<file path="config.mk">
export PLATFORM = sky130hd
export DESIGN_NAME = alu_exec_unit_flat
export DESIGN_NICKNAME = d
export VERILOG_FILES = /design/src/rtl/alu_exec_pkg.sv /design/src/rtl/alu_exec_unit_if.sv /design/src/rtl/alu_iter_muldiv.sv /design/src/rtl/alu_exec_unit.sv /design/src/flat_wrapper.sv
export SDC_FILE = /design/constraint.sdc
export NUM_CORES = 1
export LEC_CHECK = 0
export BUFFER_PORTS_ARGS = -buffer_cell sky130_fd_sc_hd__buf_2
export CAP_MARGIN = 5
export CORE_ASPECT_RATIO = 0.5
export CORE_UTILIZATION = 57
export CTS_CLUSTER_DIAMETER = 30
export DETAILED_ROUTE_END_ITERATION = 16
export PLACE_DENSITY = 0.75
export SYNTH_ARGS = -nofsm -noshare
export SYNTH_HDL_FRONTEND = slang
export SYNTH_SLANG_ARGS = --single-unit
</file>
<file path="constraint.sdc">
create_clock -name clk -period 3.9 [get_ports clk]
set_clock_uncertainty 0.15 [all_clocks]
set_input_delay 0.78 -clock clk [delete_from_list [all_inputs] [get_ports clk]]
set_output_delay 0.78 -clock clk [all_outputs]
set_load 0.05 [all_outputs]
</file>
<file path="src/rtl/alu_exec_pkg.sv">
// Shared definitions for the execute-stage ALU: operation bit positions,
// controller states and the one-hot legality check on the decoder enables.
package alu_exec_pkg;

    localparam int OP_ADD  = 0;
    localparam int OP_SUB  = 1;
    localparam int OP_MUL  = 2;
    localparam int OP_DIV  = 3;
    localparam int OP_MOD  = 4;
    localparam int OP_MAX  = 5;
    localparam int OP_MIN  = 6;
    localparam int OP_NOT  = 7;
    localparam int OP_NAND = 8;
    localparam int OP_XNOR = 9;
    localparam int OP_SHL  = 10;
    localparam int OP_SHRL = 11;
    localparam int OP_ROL  = 12;
    localparam int OP_ROR  = 13;
    localparam int OP_SLT  = 14;
    localparam int NUM_OPS = 15;

    // Operations that go through the iterative multiply/divide engine.
    localparam logic [NUM_OPS-1:0] MD_MASK =
        (NUM_OPS'(1) << OP_MUL) | (NUM_OPS'(1) << OP_DIV) | (NUM_OPS'(1) << OP_MOD);

    typedef enum logic [1:0] {
        IDLE = 2'd0,
        BUSY = 2'd1,
        DONE = 2'd2
    } state_t;

    function automatic logic is_onehot(input logic [NUM_OPS-1:0] v);
        return (v != '0) && ((v & (v - NUM_OPS'(1))) == '0);
    endfunction

endpackage

</file>
<file path="src/rtl/alu_exec_unit_if.sv">
// Request/response bundle between operand fetch, the ALU and writeback.
// A transfer happens on a rising edge where valid & ready are both high;
// a valid source keeps its payload stable until that edge, and ready may depend on state only.
interface alu_exec_unit_if #(parameter int WIDTH = 16);
    import alu_exec_pkg::*;

    logic                 in_valid;
    logic                 in_ready;
    logic [NUM_OPS-1:0]   op_en;
    logic [WIDTH-1:0]     a;
    logic [WIDTH-1:0]     b;
    logic                 out_valid;
    logic                 out_ready;
    logic [WIDTH-1:0]     result;
    logic                 err;
    logic                 dbz;

    modport master (
        output in_valid, op_en, a, b, out_ready,
        input  in_ready, out_valid, result, err, dbz
    );

    modport slave (
        input  in_valid, op_en, a, b, out_ready,
        output in_ready, out_valid, result, err, dbz
    );

endinterface

</file>
<file path="src/rtl/alu_iter_muldiv.sv">
// One-bit-per-cycle shift-add multiplier and restoring divider sharing a
// WIDTH-cycle counter; operands load on start, done marks the final iteration.
module alu_iter_muldiv #(
    parameter int WIDTH = 16
) (
    input  logic             clk,
    input  logic             rst,
    input  logic             start,
    input  logic [WIDTH-1:0] a,
    input  logic [WIDTH-1:0] b,
    output logic             done,
    output logic [WIDTH-1:0] product,
    output logic [WIDTH-1:0] quotient,
    output logic [WIDTH-1:0] remainder
);
    localparam int CW = $clog2(WIDTH);

    logic          busy;
    logic [CW-1:0] cnt;
    logic [WIDTH-1:0] mcand;
    logic [WIDTH-1:0] mplier;
    logic [WIDTH-1:0] divisor;
    logic [WIDTH:0]   shifted;
    logic [WIDTH:0]   trial;

    // Partial remainder stays below the divisor, so bit WIDTH of the trial
    // difference is a clean borrow flag; a zero divisor never borrows.
    assign shifted = {remainder, quotient[WIDTH-1]};
    assign trial   = shifted - {1'b0, divisor};
    assign done    = busy && (cnt == CW'(WIDTH - 1));

    always_ff @(posedge clk) begin
        if (rst) begin
            busy      <= 1'b0;
            cnt       <= '0;
            product   <= '0;
            mcand     <= '0;
            mplier    <= '0;
            divisor   <= '0;
            quotient  <= '0;
            remainder <= '0;
        end else if (start) begin
            busy      <= 1'b1;
            cnt       <= '0;
            product   <= '0;
            mcand     <= a;
            mplier    <= b;
            divisor   <= b;
            quotient  <= a;
            remainder <= '0;
        end else if (busy) begin
            if (mplier[0]) begin
                product <= product + mcand;
            end
            mcand  <= mcand << 1;
            mplier <= mplier >> 1;
            if (!trial[WIDTH]) begin
                remainder <= trial[WIDTH-1:0];
                quotient  <= {quotient[WIDTH-2:0], 1'b1};
            end else begin
                remainder <= shifted[WIDTH-1:0];
                quotient  <= {quotient[WIDTH-2:0], 1'b0};
            end
            cnt <= cnt + CW'(1);
            if (done) begin
                busy <= 1'b0;
            end
        end
    end

endmodule

</file>
<file path="src/rtl/alu_exec_unit.sv">
// Execute-stage ALU: single-cycle ops resolve on accept, MUL/DIV/MOD run in
// the iterative engine; the result is held in DONE until writeback takes it.
module alu_exec_unit
    import alu_exec_pkg::*;
#(
    parameter int WIDTH = 16
) (
    input  logic                 clk,
    input  logic                 rst,
    alu_exec_unit_if.slave       bus,
    output state_t               dbg_state
);
    localparam int SHW = $clog2(WIDTH);

    state_t state_q, state_d;
    logic   accept, in_ready, legal, is_md;
    logic   md_start, md_done;
    logic   md_q, mul_q, div_q, err_q, dbz_q;
    logic [WIDTH-1:0]   result_q, simple_res, md_res;
    logic [WIDTH-1:0]   product, quotient, remainder;
    logic [2*WIDTH-1:0] rot_l, rot_r;
    logic [SHW-1:0]     shamt;
    logic               lt;

    assign legal    = is_onehot(bus.op_en);
    assign is_md    = |(bus.op_en & MD_MASK);
    assign md_start = accept && legal && is_md;
    assign shamt    = bus.b[SHW-1:0];
    assign lt       = $signed(bus.a) < $signed(bus.b);
    assign rot_l    = {bus.a, bus.a} << shamt;
    assign rot_r    = {bus.a, bus.a} >> shamt;

    always_comb begin
        simple_res = '0;
        case (1'b1)
            bus.op_en[OP_ADD]:  simple_res = bus.a + bus.b;
            bus.op_en[OP_SUB]:  simple_res = bus.a - bus.b;
            bus.op_en[OP_MAX]:  simple_res = lt ? bus.b : bus.a;
            bus.op_en[OP_MIN]:  simple_res = lt ? bus.a : bus.b;
            bus.op_en[OP_NOT]:  simple_res = ~bus.a;
            bus.op_en[OP_NAND]: simple_res = ~(bus.a & bus.b);
            bus.op_en[OP_XNOR]: simple_res = ~(bus.a ^ bus.b);
            bus.op_en[OP_SHL]:  simple_res = bus.a << shamt;
            bus.op_en[OP_SHRL]: simple_res = bus.a >> shamt;
            bus.op_en[OP_ROL]:  simple_res = rot_l[2*WIDTH-1:WIDTH];
            bus.op_en[OP_ROR]:  simple_res = rot_r[WIDTH-1:0];
            bus.op_en[OP_SLT]:  simple_res = {{(WIDTH-1){1'b0}}, lt};
            default:            simple_res = '0;
        endcase
    end

    always_comb begin
        state_d  = state_q;
        in_ready = 1'b0;
        accept   = 1'b0;
        case (state_q)
            IDLE: begin
                in_ready = !rst;
                if (bus.in_valid && !rst) begin
                    accept  = 1'b1;
                    state_d = (legal && is_md) ? BUSY : DONE;
                end
            end
            BUSY:    if (md_done) state_d = DONE;
            DONE:    if (bus.out_ready) state_d = IDLE;
            default: state_d = IDLE;
        endcase
    end

    always_ff @(posedge clk) begin
        if (rst) begin
            state_q  <= IDLE;
            result_q <= '0;
            err_q    <= 1'b0;
            dbz_q    <= 1'b0;
            md_q     <= 1'b0;
            mul_q    <= 1'b0;
            div_q    <= 1'b0;
        end else begin
            state_q <= state_d;
            if (accept) begin
                result_q <= legal ? simple_res : '0;
                err_q    <= !legal;
                dbz_q    <= legal && (bus.op_en[OP_DIV] || bus.op_en[OP_MOD]) && (bus.b == '0);
                md_q     <= legal && is_md;
                mul_q    <= bus.op_en[OP_MUL];
                div_q    <= bus.op_en[OP_DIV];
            end
        end
    end

    alu_iter_muldiv #(.WIDTH(WIDTH)) u_muldiv (
        .clk       (clk),
        .rst       (rst),
        .start     (md_start),
        .a         (bus.a),
        .b         (bus.b),
        .done      (md_done),
        .product   (product),
        .quotient  (quotient),
        .remainder (remainder)
    );

    // Iterative results stay in the engine registers, which are frozen once done.
    assign md_res        = mul_q ? product : (div_q ? quotient : remainder);
    assign bus.result    = md_q ? md_res : result_q;
    assign bus.in_ready  = in_ready;
    assign bus.out_valid = (state_q == DONE);
    assign bus.err       = err_q;
    assign bus.dbz       = dbz_q;
    assign dbg_state     = state_q;

endmodule

</file>
<file path="src/flat_wrapper.sv">
// flat-port wrapper written by rule: the top's interface ports become plain ports
module alu_exec_unit_flat import alu_exec_pkg::*;
#(
    parameter int WIDTH = 16
)
  (clk, rst, dbg_state, bus_in_valid, bus_op_en, bus_a, bus_b, bus_out_ready, bus_in_ready, bus_out_valid, bus_result, bus_err, bus_dbz);
  alu_exec_unit_if #(.WIDTH(WIDTH)) bus_i ();
  input  logic clk;
  input  logic rst;
  output state_t dbg_state;
  input wire logic [$bits(bus_i.in_valid)-1:0] bus_in_valid;
  input wire logic [$bits(bus_i.op_en)-1:0] bus_op_en;
  input wire logic [$bits(bus_i.a)-1:0] bus_a;
  input wire logic [$bits(bus_i.b)-1:0] bus_b;
  input wire logic [$bits(bus_i.out_ready)-1:0] bus_out_ready;
  output wire logic [$bits(bus_i.in_ready)-1:0] bus_in_ready;
  output wire logic [$bits(bus_i.out_valid)-1:0] bus_out_valid;
  output wire logic [$bits(bus_i.result)-1:0] bus_result;
  output wire logic [$bits(bus_i.err)-1:0] bus_err;
  output wire logic [$bits(bus_i.dbz)-1:0] bus_dbz;
  assign bus_i.in_valid = bus_in_valid;
  assign bus_i.op_en = bus_op_en;
  assign bus_i.a = bus_a;
  assign bus_i.b = bus_b;
  assign bus_i.out_ready = bus_out_ready;
  assign bus_in_ready = bus_i.in_ready;
  assign bus_out_valid = bus_i.out_valid;
  assign bus_result = bus_i.result;
  assign bus_err = bus_i.err;
  assign bus_dbz = bus_i.dbz;
  alu_exec_unit #(.WIDTH(WIDTH)) u_core (.clk(clk), .rst(rst), .bus(bus_i), .dbg_state(dbg_state));
endmodule
</file>
==> flow_summary.json <==
{
  "finalPower_mw": 4.06,
  "grt_pass1_wl_mm": 75.6,
  "die_w_um": 209,
  "cp_max_fo": 5,
  "floorplan.initialDensity_pct": 58.7,
  "cp_slowest_cell": "a2111oi_0",
  "routedWlPerCell_um": 25.6,
  "antenna_found_initial": 0,
  "synth_nets": 1704,
  "whs_ps": 309,
  "fin_crit_ps": 3740,
  "mostFrequentLayoutCell": "nor2_1",
  "grt_start_max_net_pins": 80,
  "rr_worst_depth": 12,
  "worst_path_dominant_cell_family": "compound AO/OA/AOI/OAI gates",
  "cts_tree": "done",
  "syn_area_per_cell_sq_um": 7.71,
  "ys_ff_latch": 124,
  "r2r_setup_slack_ps": 350,
  "path_buf_inv": 4,
  "worstPathArrival_ps": 3880,
  "dieArea_sq_um": 22000,
  "path_cells": "buf_2 > inv_1 > ha_1 > inv_1 > fa_1 > a211o_1 > a21oi_2 > o31ai_1 > nor2_1 > o22a_1 > buf_4 > mux2i_1 > nor2_1 > a2111oi_0 > o21ai_1",
  "p_leak_nw": 5.58,
  "clockBufferDepth": 2,
  "cts_setup_buffers": 0,
  "drt-vias-per-instance": 7.04,
  "endpoint": "u_core.result_q[13]",
  "r2r-end": "u_core.u_muldiv.remainder[6]",
  "ctsHoldBuffers": 0,
  "relSlewSlack_pct": 30.0,
  "clock.fmax_mhz": 268,
  "syn-cell-area_sq_um": 12200,
  "row_count": 37,
  "grt_pass1_vias": 12900,
  "drt_iter0_drc": 2140,
  "track_usage_pct": 44.8,
  "place.gp.congestion": 1.06,
  "numPortBuffers": 72,
  "cts_resized": 0,
  "crit_path_start": "bus_a[0]",
  "clkTransAtPathRegs_ps": 60,
  "rsz0062_at_grt": "false",
  "core-area_sq_um": 20800,
  "ys_seq_area_share_pct": 20.3,
  "boundaryPins": 73,
  "clock_latency_ps": 440,
  "design_area_sq_um": 14000,
  "routed_wl_mm": 50.1,
  "drv_cap": 0,
  "startpoint_type": "input port",
  "crit_path_max_incr_delay_ps": 570,
  "hold_violations": 0,
  "remaining_drc_errors": 0,
  "ir_worst_vdd_mv": 0.303,
  "p_per_area_nw_per_um2": 291,
  "h-tree-depth": 4,
  "final_nets": 1791,
  "crit_cells": 15,
  "ys.flop_type": "dfxtp_1",
  "fin_cells": 1959,
  "ys_async_sr_fraction_pct": 0,
  "grt_overflow": 0,
  "num_vias": 13800,
  "status": "complete, no violations",
  "dp_hpwl_mm": 37.1,
  "worst_setup_path_end_kind": "flop",
  "drtAntennaViolNets": 0,
  "setup_viol": 0,
  "die_y_um": 106,
  "mostFrequentLayoutCells": "nor2_1 (155), nand2_1 (152), a21oi_1 (135)",
  "dpl-instance-area_sq_um": 13300,
  "slew_viol_final": 0,
  "drive_gt1_share_pct": 18.9,
  "cts_root_buf": "clkbuf_16",
  "fin_crit_sh_pct": 95.8,
  "yosys_warnings": 0,
  "synthCells": 1584,
  "timing.rr.start": "u_core.u_muldiv.quotient[15]",
  "max_slew.worst_pin.slew_ps": 1050,
  "required_ps": 4040,
  "yosysUniqueCellTypes": 81,
  "crit_type": "in2reg",
  "clock_sinks": 124,
  "placed_cells": 1925,
  "synth_edf_count": 0,
  "syn_to_final_growth_pct": 14.3,
  "first_pass_iters": 9,
  "min_path_type": "reg2reg",
  "numCtsBuffers": 17
}
-- tightest hold or removal path, stage by stage (launching register included) --
cell and delay [ps]:
dfxtp_1 310, nand2_1 50, a21oi_1 50
-- cells by family after synthesis --
group	after synthesis	share of synthesized area, %
adders and majority gates	69	7.32
xor gates and xnor gates	43	3.08
DFF	124	20.3
and+or+nand+nor	472	17.5
buffers and inverters	199	6.95
AOI/OAI and AO/OA	498	26.6
muxes	179	18.2
-- power breakdown --
group	total [mW]	switching [mW]	leakage [nW]	internal, mW
clock network	1.66	0.596	0.295	1.07
logic	1.12	0.697	4.29	0.420
registers	1.28	0.00799	1.00	1.27
-- through the flow --
step | setup slack (ps) | util, % | TNS [ps]
2_1_floorplan | 6.72 | - | 0
3_3_place_gp | -101 | 64.2 | -190
3_5_place_dp | -84.4 | 64.2 | -185
4_1_cts | 247 | 67.1 | 0
5_1_grt | 14.3 | 67.1 | 0
6_report | 164 | 67.1 | 0
-- metal layers --
metal / wire length [um] / vias up / track usage, %
met5: 0 / - / 0
met4: 2310 / 0 / 18.2
met3: 6850 / 210 / 12.8
met2: 20900 / 1071 / 68.0
met1: 20000 / 6475 / 59.7
li1: - / 6038 / -
-- worst min path at each step --
stage	start	end	slack (ps)	depth (start not counted)
floorplan	u_core.result_q[12]	u_core.result_q[12]	270	1
global placement	u_core.bus.dbz	u_core.bus.dbz	290	2
detailed placement	u_core.u_muldiv.divisor[10]	u_core.u_muldiv.divisor[10]	300	2
CTS	u_core.u_muldiv.divisor[10]	u_core.u_muldiv.divisor[10]	310	2
global route	u_core.u_muldiv.divisor[10]	u_core.u_muldiv.divisor[10]	330	2
finish	u_core.u_muldiv.divisor[10]	u_core.u_muldiv.divisor[10]	310	2
-- layout make-up --
cell class,instances,area (sq um)
Inverter,71,273
Tap cell,273,342
Fill cell,1720,6830
Clock buffer,21,440
Multi-Input combinational cell,1261,8880
Clock inverter,11,169
Antenna cell,2,5.00
Sequential cell,124,2490
Timing Repair Buffer,196,1350
-- synth_stat cells, types with 11 or more instances --
master    instances  area [sq um]
o211ai_1         16           120
a21oi_1         136           681
mux4_2           30           676
nand2b_1         18           113
nor3_1           48           240
mux2_2           44           495
nor2_1          155           582
o21a_1           20           150
a31oi_1          14          87.6
xor2_1           16           140
a22oi_1          12          90.1
nand2_1         152           571
a221oi_1         14           123
a211oi_1         59           443
dfxtp_1         124          2480
mux2i_1         103          1030
ha_1             65           813
nand3_1          21           105
nand4_1          11          68.8
o22ai_1          15          93.8
nor2b_1          15          93.8
o31ai_1          20           150
a21o_1           11          82.6
buf_2            33           165
o21ai_0         100           500
inv_1            66           248
xnor2_1          27           236
clkbuf_1         81           304
-- sequential cells by signal, indices dropped and copies added (netlist names) --
name	count
u_core.u_muldiv.busy	1
u_core.u_muldiv.mcand	16
u_core.div_q	1
u_core.u_muldiv.product	16
u_core.u_muldiv.divisor	16
u_core.dbg_state	2
u_core.bus.dbz	1
u_core.u_muldiv.remainder	16
u_core.bus.err	1
u_core.u_muldiv.cnt	4
u_core.result_q	16
u_core.u_muldiv.quotient	16
u_core.mul_q	1
u_core.u_muldiv.mplier	16
u_core.md_q	1
No activity file was read; power rests on OpenSTA's default activity.
